<file path="config.mk">
export PLATFORM = sky130hd
export DESIGN_NAME = fifo_rd_ctrl
export DESIGN_NICKNAME = d
export VERILOG_FILES = /design/src/rtl/fifo_rd_ctrl.sv
export SDC_FILE = /design/constraint.sdc
export NUM_CORES = 1
export LEC_CHECK = 0
export CAP_MARGIN = 30
export CORE_MARGIN = 3
export CORE_UTILIZATION = 48
export CTS_BUF_LIST = sky130_fd_sc_hd__clkbuf_16
export CTS_CLUSTER_SIZE = 25
export DETAILED_ROUTE_END_ITERATION = 10
export PLACE_DENSITY = 0.76
export SLEW_MARGIN = 30
export SYNTH_ARGS = -nofsm -noshare
export SYNTH_HDL_FRONTEND = slang
export SYNTH_SLANG_ARGS = --single-unit
</file>
<file path="constraint.sdc">
create_clock -name clk -period 2.5 [get_ports clk]
set_clock_uncertainty 0.2 [all_clocks]
set_input_delay 0.375 -clock clk [delete_from_list [all_inputs] [get_ports clk]]
set_output_delay 0.375 -clock clk [all_outputs]
set_load 0.01 [all_outputs]
</file>
<file path="src/rtl/fifo_rd_ctrl.sv">
// fifo_rd_ctrl: pulls a burst of bytes from an upstream FIFO through a 2-entry skid buffer onto a valid/ready stream.
// Ports: clk/rst_n clock and async active-low reset; start/burst_len begin a burst (IDLE only); abort ends it early;
//   fifo_empty/fifo_rd_en/fifo_rd_data/fifo_rd_valid upstream read side (data one cycle after rd_en);
//   m_data/m_valid/m_ready output stream; busy (READ/DRAIN), done (one-cycle pulse), byte_cnt (bytes delivered).
module fifo_rd_ctrl #(
  parameter int DATA_W = 8,
  parameter int LEN_W  = 9
) (
  input  logic              clk,
  input  logic              rst_n,
  input  logic              start,
  input  logic [LEN_W-1:0]  burst_len,
  input  logic              abort,
  input  logic              fifo_empty,
  output logic              fifo_rd_en,
  input  logic [DATA_W-1:0] fifo_rd_data,
  input  logic              fifo_rd_valid,
  output logic [DATA_W-1:0] m_data,
  output logic              m_valid,
  input  logic              m_ready,
  output logic              busy,
  output logic              done,
  output logic [LEN_W-1:0]  byte_cnt
);
  typedef enum logic [1:0] {S_IDLE, S_READ, S_DRAIN, S_DONE} state_t;
  state_t r_state, w_next;
  logic [LEN_W-1:0] r_len, r_recv, r_cnt;
  logic r_inflight;
  logic [1:0] r_occ, w_occ_net, w_occ_next;
  logic [DATA_W-1:0] r_buf0, r_buf1, w_buf0_next, w_buf1_next;
  logic w_active, w_flush, w_pop, w_push;
  assign w_active = (r_state == S_READ) || (r_state == S_DRAIN);
  assign w_flush = w_active && abort;
  assign w_pop = m_valid && m_ready;
  assign w_push = (r_state == S_READ) && r_inflight && fifo_rd_valid && !abort;
  // Occupancy net of this cycle's pop: lets a new read issue while the head leaves, giving one byte per cycle.
  assign w_occ_net = r_occ - {1'b0, w_pop};
  assign fifo_rd_en = (r_state == S_READ) && !abort && !fifo_empty &&
                      (({1'b0, w_occ_net} + {2'b00, r_inflight}) < 3'd2) &&
                      (({1'b0, r_recv} + (LEN_W+1)'(r_inflight)) < {1'b0, r_len});
  // Head lives in buf0; a pop shifts buf1 down, a push lands in the first free slot after the pop.
  assign w_buf0_next = (w_push && w_occ_net == 2'd0) ? fifo_rd_data : w_pop ? r_buf1 : r_buf0;
  assign w_buf1_next = (w_push && w_occ_net != 2'd0) ? fifo_rd_data : r_buf1;
  assign w_occ_next = w_flush ? 2'd0 : w_occ_net + {1'b0, w_push};
  assign m_data = r_buf0;
  assign m_valid = r_occ != 2'd0;
  assign busy = w_active;
  assign done = r_state == S_DONE;
  assign byte_cnt = r_cnt;
  always_comb begin
    w_next = r_state;
    case (r_state)
      S_IDLE:  if (start) w_next = (burst_len == '0) ? S_DONE : S_READ;
      S_READ:  if (abort) w_next = S_DONE;
               else if (r_recv == r_len && !r_inflight) w_next = S_DRAIN;
      S_DRAIN: if (abort || r_occ == 2'd0) w_next = S_DONE;
      S_DONE:  w_next = S_IDLE;
      default: w_next = S_IDLE;
    endcase
  end
  always_ff @(posedge clk or negedge rst_n) begin
    if (!rst_n) begin
      r_state <= S_IDLE;
      r_len <= '0;
      r_recv <= '0;
      r_cnt <= '0;
      r_inflight <= 1'b0;
      r_occ <= 2'd0;
      r_buf0 <= '0;
      r_buf1 <= '0;
    end else begin
      r_state <= w_next;
      r_inflight <= fifo_rd_en;
      r_occ <= w_occ_next;
      r_buf0 <= w_buf0_next;
      r_buf1 <= w_buf1_next;
      if (r_state == S_IDLE && start) begin
        r_len <= burst_len;
        r_recv <= '0;
        r_cnt <= '0;
      end else begin
        if (w_push) r_recv <= r_recv + LEN_W'(1);
        if (w_pop) r_cnt <= r_cnt + LEN_W'(1);
      end
    end
  end
endmodule

</file>
Word level (Yosys, flattened, before mapping)
Cells that the tools add are included.
{"block": "word_totals", "reg_bits": 48, "latch_bits": 0, "ramBits": 0, "mem_bits_ro": 0, "input_bits": 24, "out_inout_bits": 21, "elab_cells": 64, "n_memories": 0}
{"block": "op_classes", "addsub": 6, "mul": 0, "n_div": 0, "order_cmp": 2, "n_eq_ne": 7, "shift": 0, "mux": 13, "n_bitwise": 0, "reduce_logical": 28}
{"cell": "$mux 9", "count": 4}
{"cell": "$add 9x1->9 const B", "count": 2}
{"cell": "$mux 8", "count": 2}
{"cell": "$logic_and 1x1->1", "count": 13}
{"cell": "$mux 2", "count": 6}
{"cell": "$add 9x1->10", "count": 1}
{"cell": "$lt 10x9->1", "count": 1}
{"cell": "$reduce_bool 2->1", "count": 5}
{"cell": "$eq 9x9->1", "count": 1}
{"cell": "$logic_not 9->1", "count": 1}
{"cell": "$pmux 2 s4", "count": 1}
{"cell": "$logic_not 2->1", "count": 3}
{"cell": "$eq 2x2->1 const B", "count": 2}
{"cell": "$add 2x1->3", "count": 1}
{"cell": "$logic_not 1->1", "count": 3}
{"cell": "$lt 3x2->1 const B", "count": 1}
{"cell": "$ne 3x2->1 const B", "count": 1}
{"cell": "$reduce_and 3->1", "count": 1}
{"cell": "$add 2x1->2", "count": 1}
{"cell": "$eq 2x1->1 const B", "count": 1}
{"cell": "$logic_or 1x1->1", "count": 2}
{"cell": "$ne 2x1->1 const B", "count": 1}
{"cell": "$ne 2x2->1 const B", "count": 1}
{"cell": "$sub 2x1->2", "count": 1}

Logic depth before layout (Yosys ltp)
Gate-level depths: netlist (run 1).
{"block": "depth", "depth_word": 7, "mapped_depth": 10, "mapped_depth_nobuf": 10}

Worst setup path before layout (run 1)
OpenSTA, ideal clock, no wires.
{"block": "synth_path", "path_type": "reg-to-output", "startpoint": "register r_occ[0]", "endpoint": "output fifo_rd_en", "t_arrival_ns": 2.201, "required_ns": 1.925, "slack_ns": -0.276, "path_stages_with_launch": 10, "n_path_buf": 1, "cell_sequence": "dfrtp_1 > or2_4 > nand2_4 > inv_4 > buf_2 > ha_1 > inv_1 > a2111oi_0 > nand4_1 > a41oi_1"}
{"block": "synth_via", "elab_chain_len": 7}
{"element": "start: declaration", "line_no": "29", "text": "logic [1:0] r_occ, w_occ_net, w_occ_next;"}
{"element": "start signal: assignment", "line_no": "74", "text": "r_occ <= w_occ_next;"}
{"element": "$reduce_bool 2->1", "line_no": "46", "text": "assign m_valid = r_occ != 2'd0;"}
{"element": "named net m_valid", "line_no": "19", "text": "output logic m_valid,"}
{"element": "$logic_and 1x1->1", "line_no": "34", "text": "assign w_pop = m_valid && m_ready;"}
{"element": "$sub 2x1->2", "line_no": "37", "text": "assign w_occ_net = r_occ - {1'b0, w_pop};"}
{"element": "$add 2x1->3", "line_no": "39", "text": "(({1'b0, w_occ_net} + {2'b00, r_inflight}) < 3'd2) &&"}
{"element": "$lt 3x2->1", "line_no": "39"}
{"element": "$logic_and 1x1->1", "line_no": "38", "text": "assign fifo_rd_en = (r_state == S_READ) && !abort && !fifo_empty &&"}
{"element": "$logic_and 1x1->1", "line_no": "39"}
{"element": "end: declaration", "line_no": "15", "text": "output logic fifo_rd_en,"}
The timed path passes the listed nets, and every way through them passes these cells.

Final worst setup path (run 1)
{"block": "layout_path", "startpoint": "register r_recv[0]", "endpoint": "output fifo_rd_en"}
{"block": "layout_via", "elab_chain_len": 3}
{"element": "start: declaration", "line_no": "27", "text": "logic [LEN_W-1:0] r_len, r_recv, r_cnt;"}
{"element": "start signal: assignment", "line_no": "82", "text": "if (w_push) r_recv <= r_recv + LEN_W'(1);"}
{"element": "$add 9x1->10", "line_no": "40", "text": "(({1'b0, r_recv} + (LEN_W+1)'(r_inflight)) < {1'b0, r_len});"}
{"element": "$lt 10x9->1", "line_no": "40"}
{"element": "$logic_and 1x1->1", "line_no": "39"}
No other way between the ends.

==> results of run 1 <==
[Yosys cell counts, drive strengths merged (3+ instances only)]
cell type,number,share of area
dfrtp,48,0.44
nand2,36,0.053
nor2,33,0.047
xor2,23,0.074
ha,19,0.088
inv,16,0.023
o21ai,11,0.020
a31oi,10,0.023
buf,9,0.026
mux2,9,0.037
xnor2,9,0.029
nand4,7,0.022
a21oi,6,0.011
nand3,6,0.013
clkbuf,4,0.0055
a21o,3,0.0083
nor3,3,0.0074
[layout make-up]
cell class	instances	area, um2	area share
Clock buffer	5	125.1	0.03338
Clock inverter	3	42.54	0.01135
Inverter	16	62.56	0.01669
Multi-Input combinational cell	197	1468	0.3915
Sequential cell	48	1202	0.3208
Tap cell	70	87.58	0.02336
Timing Repair Buffer	86	760.7	0.2029
[metal layers]
layer / track usage / part of all wire / wire [um]
met5: 0 / 0 / 0
met4: 0.06250 / 0.012 / 78
met1: 0.2782 / 0.43 / 2759
met2: 0.3768 / 0.53 / 3378
met3: 0.03437 / 0.030 / 192
[final timing paths]
check	end	cells after the start	slack, ns
max	fifo_rd_en	10	-0.39
min	r_buf1[1]$_DFFE_PN0P_	1	0.31
max reg2reg	r_buf1[3]$_DFFE_PN0P_	8	0.23
min reg2reg	r_buf1[1]$_DFFE_PN0P_	1	0.31
max in group asynchronous	r_recv[3]$_DFFE_PN0P_	3	1.46
min in group asynchronous	r_recv[0]$_DFFE_PN0P_	3	0.40
[stage by stage]
step / hold WS (ns) / area (um2) / std cells / setup slack (ns)
after floorplan: -0.1206 / 2765 / 274 / -0.01315
after global placement: 0.1793 / 3502 / 414 / -0.5812
after detailed placement: 0.1813 / 3502 / 414 / -0.5789
after CTS: 0.3096 / 3726 / 424 / -0.3403
after global routing: 0.3269 / 3749 / 425 / -0.4508
final: 0.3088 / 3749 / 425 / -0.3865
[state kept, by name, indices dropped and copies added, names as in the netlist]
register and count:
r_buf1 8, r_state 2, byte_cnt 9, r_occ 2, r_len 9, m_data 8, r_recv 9, r_inflight 1
[logic make-up (layout without fill, tap and decap cells)]
group                      count (synthesis)  after routing  share of synthesized area
buffers and inverters                     29            110                    0.05442
DFF                                       48             48                     0.4428
muxes                                     11             11                    0.04474
and+or+nand+nor                           98             98                     0.1762
AOI/OAI and AO/OA                         37             37                    0.09087
adders and majority gates                 19             19                    0.08764
xor gates and xnor gates                  32             32                     0.1033
[power breakdown]
| group | switching [W] | internal [W] | leakage (nW) |
|---|---|---|---|
| clock network | 0.000297 | 0.000470 | 0.0814 |
| logic | 0.000727 | 0.000804 | 1.07 |
| registers | 0.000168 | 0.00103 | 0.639 |
[critical path: cells and delay by family, from the launching register on]
family	cells	cell delay, ns
AOI/OAI and AO/OA	2	0.40
xor gates and xnor gates	1	0.16
adders and majority gates	2	0.44
buffers and inverters	1	0.16
DFF	1	0.39
and+or+nand+nor	4	0.46
[repair_timing]
action	in CTS	in global routing
endpoints found under the hold margin	48	0
pin swaps	7	2
buffers inserted	1	1
setup endpoints to repair	1	1
hold buffers	1	0
resized for setup	13	3
==> results.json, run 1 <==
{
  "run_status": "finished with violations",
  "violations": "setup timing",
  "syn_nets": 317,
  "viasPerCell": 5.205,
  "reg2reg_from": "r_occ[1]$_DFF_PN0_",
  "synthCells": 274,
  "clockBufferDepth": 2,
  "crit_start": "r_recv[0]$_DFFE_PN0P_",
  "core_area_um2": 5270,
  "grt_pass1_vias": 2341,
  "totalWireLength_um": 6409,
  "insertion_delay_ns": 0.29,
  "num_antenna_cells": 0,
  "die_h_um": 81.18,
  "cp_slowest_cell": "dfrtp_1",
  "io_buffers": 44,
  "clock-root-buffer": "clkbuf_16",
  "synth_edf_count": 0,
  "dieArea_um2": 6589,
  "cts_tree": "built",
  "nNetsFinal": 397,
  "place_congestion": 0.8382,
  "start_kind": "flip-flop",
  "cp_max_fo": 2,
  "fin_util": 0.7113,
  "hold_class": "reg2reg",
  "rows": 26,
  "worstHoldStart": "r_buf1[1]$_DFFE_PN0P_",
  "worstMarginPinSlew_ns": 0.4558,
  "crit_type": "reg2out",
  "crit_path_cell_trace": "ha_4 > nand3_2 > nor2_4 > xor2_2 > ha_1 > a21o_1 > nand2_1 > nand4_1 > a41oi_2 > buf_2",
  "fin_tns_setup_ns": -0.3865,
  "maxCapViolCount": 0,
  "ys_seq_area_frac": 0.4428,
  "cts_buffers": 5,
  "max_freq_mhz": 346.4,
  "clkSlewWorstSetupHoldPaths_ns": 0.07,
  "synth.ff_latch_count": 48,
  "cts.sinks": 48,
  "period_needed_ns": 2.886,
  "slew_viol_final": 0,
  "h-tree-depth": 2,
  "netlist_area_um2": 2713,
  "start_util": 0.5147,
  "power_density_nw_per_um2": 932.7,
  "first_iter_violations": 118,
  "cp-end-kind": "output port",
  "drc": 0,
  "yosysWarnings": 0,
  "grt_setup_unrepaired": "true",
  "period_share": 1.155,
  "wire_per_inst_um": 15.08,
  "vias": 2212,
  "grt_max_degree": 49,
  "final_antenna_net_count": 0,
  "overflow": 0,
  "grt_pass1_wl_um": 10960,
  "final_common_cell": "dfrtp_1",
  "num_io_pins": 45,
  "die_w_um": 81.18,
  "dr.pass1.iters": 4,
  "peakVddDrop_mv": 0.4773,
  "area_delta_synth_final_pct": 38.19,
  "cp_slowest_stage_delay_ns": 0.39,
  "ys.flop_type": "dfrtp_1",
  "synth_cell_types": 43,
  "antenna_found_initial": 0,
  "track_usage": 0.2168,
  "hold_violations": 0,
  "async_reset_ff_frac": 1.000,
  "hpwl_um": 4429,
  "power_w": 0.003496,
  "fin_ws_ns": -0.3865,
  "cp.required_ns": 1.92,
  "maxSlewHeadroom": 0.6934,
  "avgSynthCellArea_um2": 9.900,
  "cp.arrival_ns": 2.31,
  "fill_cells": 417,
  "drive_gt1_frac": 0.2338,
  "layout_common_cells": "47 x dfrtp_1, 42 x clkdlybuf4s50_1, 40 x buf_4, 35 x nand2_1, 29 x nor2_1",
  "power.leakage_nw": 1.793,
  "setup_violations": 1
}
No activity file was read; power rests on OpenSTA's default activity.
==> run 2: changes to the inputs <==
--- a/config.mk
+++ b/config.mk
@@ -11,7 +11,7 @@
 export CTS_BUF_LIST = sky130_fd_sc_hd__clkbuf_16
 export CTS_CLUSTER_SIZE = 25
 export DETAILED_ROUTE_END_ITERATION = 10
-export PLACE_DENSITY = 0.76
+export PLACE_DENSITY = 0.85
 export SLEW_MARGIN = 30
 export SYNTH_ARGS = -nofsm -noshare
 export SYNTH_HDL_FRONTEND = slang
==> run 2 against run 1 <==
  * The run ends with hold timing, setup timing left
  * Clock power is 2.7% higher
  * Non-clock buffer count is the same
  * Routed wire length is essentially flat
  * Clock-buffer cell count unchanged
  * Fmax fell by 3.6%
  * Final area shrank 0.20%
==> results.json, run 2 (synthesis results as in run 1) <==
{
  "grt_pass1_vias": 2350,
  "place_congestion": 0.8927,
  "die_w_um": 81.18,
  "final_common_cell": "dfrtp_1",
  "run_status": "finished with violations",
  "reg2reg_from": "r_inflight$_DFF_PN0_",
  "overflow": 0,
  "fin_cells": 425,
  "drive_gt1_frac": 0.2451,
  "p_clk_frac": 0.226,
  "power.internal_w": 0.002289,
  "pwr-share-comb": 0.429,
  "fill_cells": 385,
  "r2r_setup_slack_ns": 0.05,
  "setup_violations": 1,
  "clockBufferDepth": 2,
  "dp_cells": 414,
  "rows": 26,
  "rr_worst_depth": 11,
  "seqPwrFrac": 0.346,
  "fin_ws_ns": -0.4935,
  "cts_buffers": 5,
  "cp.required_ns": 1.92,
  "grt_pass1_wl_um": 10810,
  "max_freq_mhz": 334.1,
  "grt_setup_unrepaired": "true",
  "grt_max_degree": 49,
  "start_kind": "flip-flop",
  "power_density_nw_per_um2": 933.7,
  "clock-root-buffer": "clkbuf_16",
  "num_antenna_cells": 0,
  "hpwl_um": 4437,
  "slew_viol_final": 0,
  "start_util": 0.5147,
  "totalWireLength_um": 6403,
  "period_needed_ns": 2.993,
  "insertion_delay_ns": 0.29,
  "maxCapViolCount": 0,
  "layout_common_cells": "48 x dfrtp_1, 42 x clkdlybuf4s50_1, 41 x buf_4, 35 x nand2_1, 29 x nor2_1",
  "vias": 2226,
  "nNetsFinal": 397,
  "cp.arrival_ns": 2.42,
  "worstMarginPinSlew_ns": 0.6217,
  "num_io_pins": 45,
  "wire_per_inst_um": 15.07,
  "power_w": 0.003493,
  "die_h_um": 81.18,
  "clkSlewWorstSetupHoldPaths_ns": 0.07,
  "io_buffers": 44,
  "whs_ns": -0.02317,
  "reg2reg_to": "r_inflight$_DFF_PN0_",
  "cp_max_fo": 3,
  "core_area_um2": 5270,
  "drc": 0,
  "maxSlewHeadroom": 0.5855,
  "hold_violations": 45,
  "antenna_found_initial": 0,
  "postCtsHoldBufs": 0,
  "viasPerCell": 5.238,
  "power.leakage_nw": 1.800,
  "switching_power_w": 0.001204,
  "first_iter_violations": 92,
  "violations": "hold timing, setup timing",
  "crit_type": "reg2out",
  "h-tree-depth": 2,
  "cts_tree": "built",
  "area_delta_synth_final_pct": 37.92,
  "dieArea_um2": 6589,
  "switching_share": 0.3446,
  "peakVddDrop_mv": 0.6821,
  "track_usage": 0.2137,
  "period_share": 1.197,
  "cts.sinks": 48,
  "cp-end-kind": "output port",
  "dr.pass1.iters": 4,
  "hold_class": "in2async",
  "final_antenna_net_count": 0
}
-- run 2: changes by cell type in the layout (fill, tap and decap cells not counted), sizes merged --
cell         previous run  this run
buf                    43        44
clkinvlp                0         1
clkinv                  2         0
dlygate4sd3             1         0
inv                    16        17
-- run 2: final cells by class --
type | count | area (um2) | area share
multi-input cells | 197 | 1469 | 0.3926
clock buffers | 5 | 125.1 | 0.03344
repair buffers | 86 | 749.5 | 0.2003
flip-flops and latches | 48 | 1201 | 0.3211
inverters | 16 | 62.56 | 0.01672
well taps | 70 | 87.58 | 0.02341
clock inverters | 3 | 46.29 | 0.01237
-- run 2: repair_timing --
action / in CTS / in global routing
resized for setup: 12 / 6
endpoints found under the setup margin: 1 / 2
buffers inserted: 7 / 1
pin swaps: 5 / 8
-- run 2: worst max-delay path, stage by stage, from the launching register on --
cell,delay (ns)
dfrtp_1,0.41
ha_4,0.19
ha_4,0.16
nand3_4,0.11
nor2_2,0.05
xor2_1,0.18
ha_2,0.20
a2111oi_2,0.25
nand4_1,0.17
a41oi_2,0.22
buf_2,0.17
-- run 2: per-layer routing --
layer  vias up  share of wire  wire [um]  GRT usage
met3        18          0.042        271    0.05543
met1      1088           0.42       2679     0.2569
met5         -              0          0          0
met4         0          0.027        170    0.09122
li1       1076              -          -          -
met2        44           0.51       3281     0.3612
-- run 2: per-stage QoR --
step                utilization  instance area, um2  TNS (ns)  worst slack [ns]
detailed placement       0.6622                3490   -0.6246           -0.6246
CTS                      0.7092                3737   -0.7123           -0.4059
finish                   0.7099                3741   -0.4935           -0.4935
floorplan                     -                2765  -0.01315          -0.01315
global route             0.7099                3741   -0.5573           -0.5569
global placement         0.6622                3490   -0.5691           -0.5691
-- run 2: worst max path at each step --
| stage | start | endpoint | slack, ns | cells past startpoint |
|---|---|---|---|---|
| finish | r_inflight$_DFF_PN0_ | fifo_rd_en | -0.49 | 10 |
| floorplan | r_occ[1]$_DFF_PN0_ | fifo_rd_en | -0.01 | 9 |
| global route | r_inflight$_DFF_PN0_ | fifo_rd_en | -0.56 | 10 |
| CTS | r_recv[0]$_DFFE_PN0P_ | fifo_rd_en | -0.41 | 12 |
| global placement | m_ready | fifo_rd_en | -0.57 | 9 |
| detailed placement | r_inflight$_DFF_PN0_ | fifo_rd_en | -0.62 | 10 |
-- run 2: power by group through the flow --
stage / combinational, W / sequential, W / clock (W)
floorplan: 0.000793 / 0.00124 / 0
global placement: 0.00142 / 0.00119 / 0
detailed placement: 0.00147 / 0.00121 / 0
CTS: 0.00151 / 0.00120 / 0.000790
global route: 0.00165 / 0.00123 / 0.000823
finish: 0.00150 / 0.00121 / 0.000788
==> run 3: changes to the inputs <==
--- a/config.mk
+++ b/config.mk
@@ -5,8 +5,8 @@
 export SDC_FILE = /design/constraint.sdc
 export NUM_CORES = 1
 export LEC_CHECK = 0
+export ABC_CLOCK_PERIOD_IN_PS = 2500
 export CAP_MARGIN = 30
-export CORE_MARGIN = 3
 export CORE_UTILIZATION = 48
 export CTS_BUF_LIST = sky130_fd_sc_hd__clkbuf_16
 export CTS_CLUSTER_SIZE = 25
==> run 3 against run 2 <==
  * The flow finishes with violations (setup timing)
  * Routed wire length decreased by 3.2%
  * Flip-flop and latch count unchanged
  * Fmax increased by 2.7%
  * Clock power increased by 12%
  * Worst hold slack improved by 0.33 ns
  * Worst setup slack improved by 0.079 ns
  * Die area decreased by 9.6%
  * Largest cell class unchanged
  * Highest routed layer unchanged
==> results.json, run 3 (synthesis results as in run 1) <==
{
  "clockBufferDepth": 2,
  "cp_max_fo": 3,
  "cp-end-kind": "output port",
  "drc": 0,
  "clkSlewWorstSetupHoldPaths_ns": 0.07,
  "maxCapViolCount": 0,
  "rows": 27,
  "setup_violations": 1,
  "wire_per_inst_um": 14.45,
  "period_needed_ns": 2.915,
  "worstMarginPinSlew_ns": 0.5630,
  "violations": "setup timing",
  "layout_common_cells": "47 x dfrtp_1, 42 x clkdlybuf4s50_1, 42 x buf_4, 35 x nand2_1, 30 x nor2_1",
  "track_usage": 0.2222,
  "cts_tree": "built",
  "totalWireLength_um": 6197,
  "dieArea_um2": 5956,
  "slew_viol_final": 0,
  "min_path_cells": 1,
  "cp.required_ns": 1.92,
  "reg2reg_to": "r_inflight$_DFF_PN0_",
  "cts_buffers": 5,
  "dp_cells": 416,
  "fin_cells": 429,
  "final_cell_area_um2": 3790,
  "power_w": 0.003627,
  "maxSlewHeadroom": 0.6246,
  "area_delta_synth_final_pct": 39.71,
  "antenna_found_initial": 0,
  "hold-path-endpoint": "r_buf1[0]$_DFFE_PN0P_",
  "power.leakage_nw": 1.819,
  "num_io_pins": 45,
  "start_kind": "flip-flop",
  "first_iter_violations": 51,
  "h-tree-depth": 2,
  "switching_power_w": 0.001201,
  "run_status": "finished with violations",
  "nNetsFinal": 399,
  "cp.arrival_ns": 2.34,
  "final_antenna_net_count": 0,
  "peakVddDrop_mv": 0.5216,
  "hold_violations": 0,
  "pwr-share-comb": 0.426,
  "overflow": 0,
  "period_share": 1.166,
  "r2r_setup_slack_ns": 0.21,
  "place_congestion": 0.8190,
  "hpwl_um": 4420,
  "die_w_um": 77.18,
  "die_h_um": 77.18,
  "rr_worst_depth": 10,
  "reg2reg_from": "r_inflight$_DFF_PN0_",
  "core_area_um2": 5473,
  "viasPerCell": 5.142,
  "vias": 2206,
  "max_freq_mhz": 343.1,
  "worstHoldStart": "r_buf1[0]$_DFFE_PN0P_",
  "start_util": 0.4957,
  "post_dp_cell_area_um2": 3505,
  "p_clk_frac": 0.243,
  "clock-root-buffer": "clkbuf_16",
  "insertion_delay_ns": 0.29,
  "grt_pass1_vias": 2290,
  "cts.sinks": 48,
  "switching_share": 0.3311,
  "dr.pass1.iters": 4,
  "fin_util": 0.6925,
  "crit_start": "r_inflight$_DFF_PN0_",
  "grt_max_degree": 26,
  "grt_setup_unrepaired": "true",
  "fin_tns_setup_ns": -0.4146,
  "fin_ws_ns": -0.4146,
  "crit_type": "reg2out",
  "power_density_nw_per_um2": 957.0,
  "seqPwrFrac": 0.331,
  "grt_pass1_wl_um": 10410,
  "num_antenna_cells": 0,
  "hold_class": "reg2reg",
  "io_buffers": 44,
  "power.internal_w": 0.002426,
  "final_common_cell": "dfrtp_1",
  "drive_gt1_frac": 0.2409
}
==> run 3: cell count changes in the layout (fill, tap and decap cells not counted), sizes merged <==
cell and delta:
clkinvlp -1, buf +1, dlygate4sd3 +1, bufinv +1
==> run 3: power groups by stage <==
stage | Sequential [W] | Combinational (W) | Clock (W)
6_report | 0.00120 | 0.00155 | 0.000880
5_1_grt | 0.00123 | 0.00171 | 0.000929
4_1_cts | 0.00120 | 0.00152 | 0.000893
3_5_place_dp | 0.00121 | 0.00149 | 0
3_3_place_gp | 0.00119 | 0.00145 | 0
2_1_floorplan | 0.00124 | 0.000793 | 0
==> run 3: area by class of cell <==
class,count,area (um2)
Timing Repair Buffer,88,775.7
Clock inverter,3,68.82
Clock buffer,5,125.1
Sequential cell,48,1202
Multi-Input combinational cell,197,1465
Tap cell,72,90.09
Fill cell,416,1683
Inverter,16,62.56
==> run 3: how the worst max path moves through the flow <==
stage                  to  slack [ns]
2_1_floorplan  fifo_rd_en       -0.01
3_3_place_gp   fifo_rd_en       -0.58
3_5_place_dp   fifo_rd_en       -0.67
4_1_cts        fifo_rd_en       -0.38
5_1_grt        fifo_rd_en       -0.50
6_report       fifo_rd_en       -0.41
==> run 3: per-stage QoR <==
step / setup WS, ns / hold slack, ns
after floorplan: -0.01315 / -0.1206
after global routing: -0.5009 / 0.3256
after CTS: -0.3781 / 0.3132
after detailed placement: -0.6685 / 0.1979
final: -0.4146 / 0.3107
after global placement: -0.5807 / 0.1992
==> run 3: routing by layer <==
layer,track usage,vias up,share of wire
met3,0.04643,7,0.029
met5,0,-,0
met2,0.4000,33,0.51
li1,-,1084,-
met4,0.04717,0,0.0095
met1,0.2711,1082,0.45
==> run 3: what timing repair did <==
action / 4_1_cts / 5_1_grt
resized for setup: 11 / 5
endpoints found under the setup margin: 1 / 1
pin swaps: 6 / 4
gates cloned: 0 / 0
setup buffers: 0 / 4
hold endpoints to repair: 23 / 0
hold buffers: 1 / 0
==> run 3: critical path, stage by stage (launching register included) <==
cell and delay (ns):
dfrtp_1 0.40, ha_4 0.17, ha_4 0.15, nand3_4 0.09
xnor2_1 0.15, ha_1 0.32, a21o_1 0.18, a21oi_2 0.15
o21ai_2 0.07, a41oi_2 0.20, buf_2 0.17
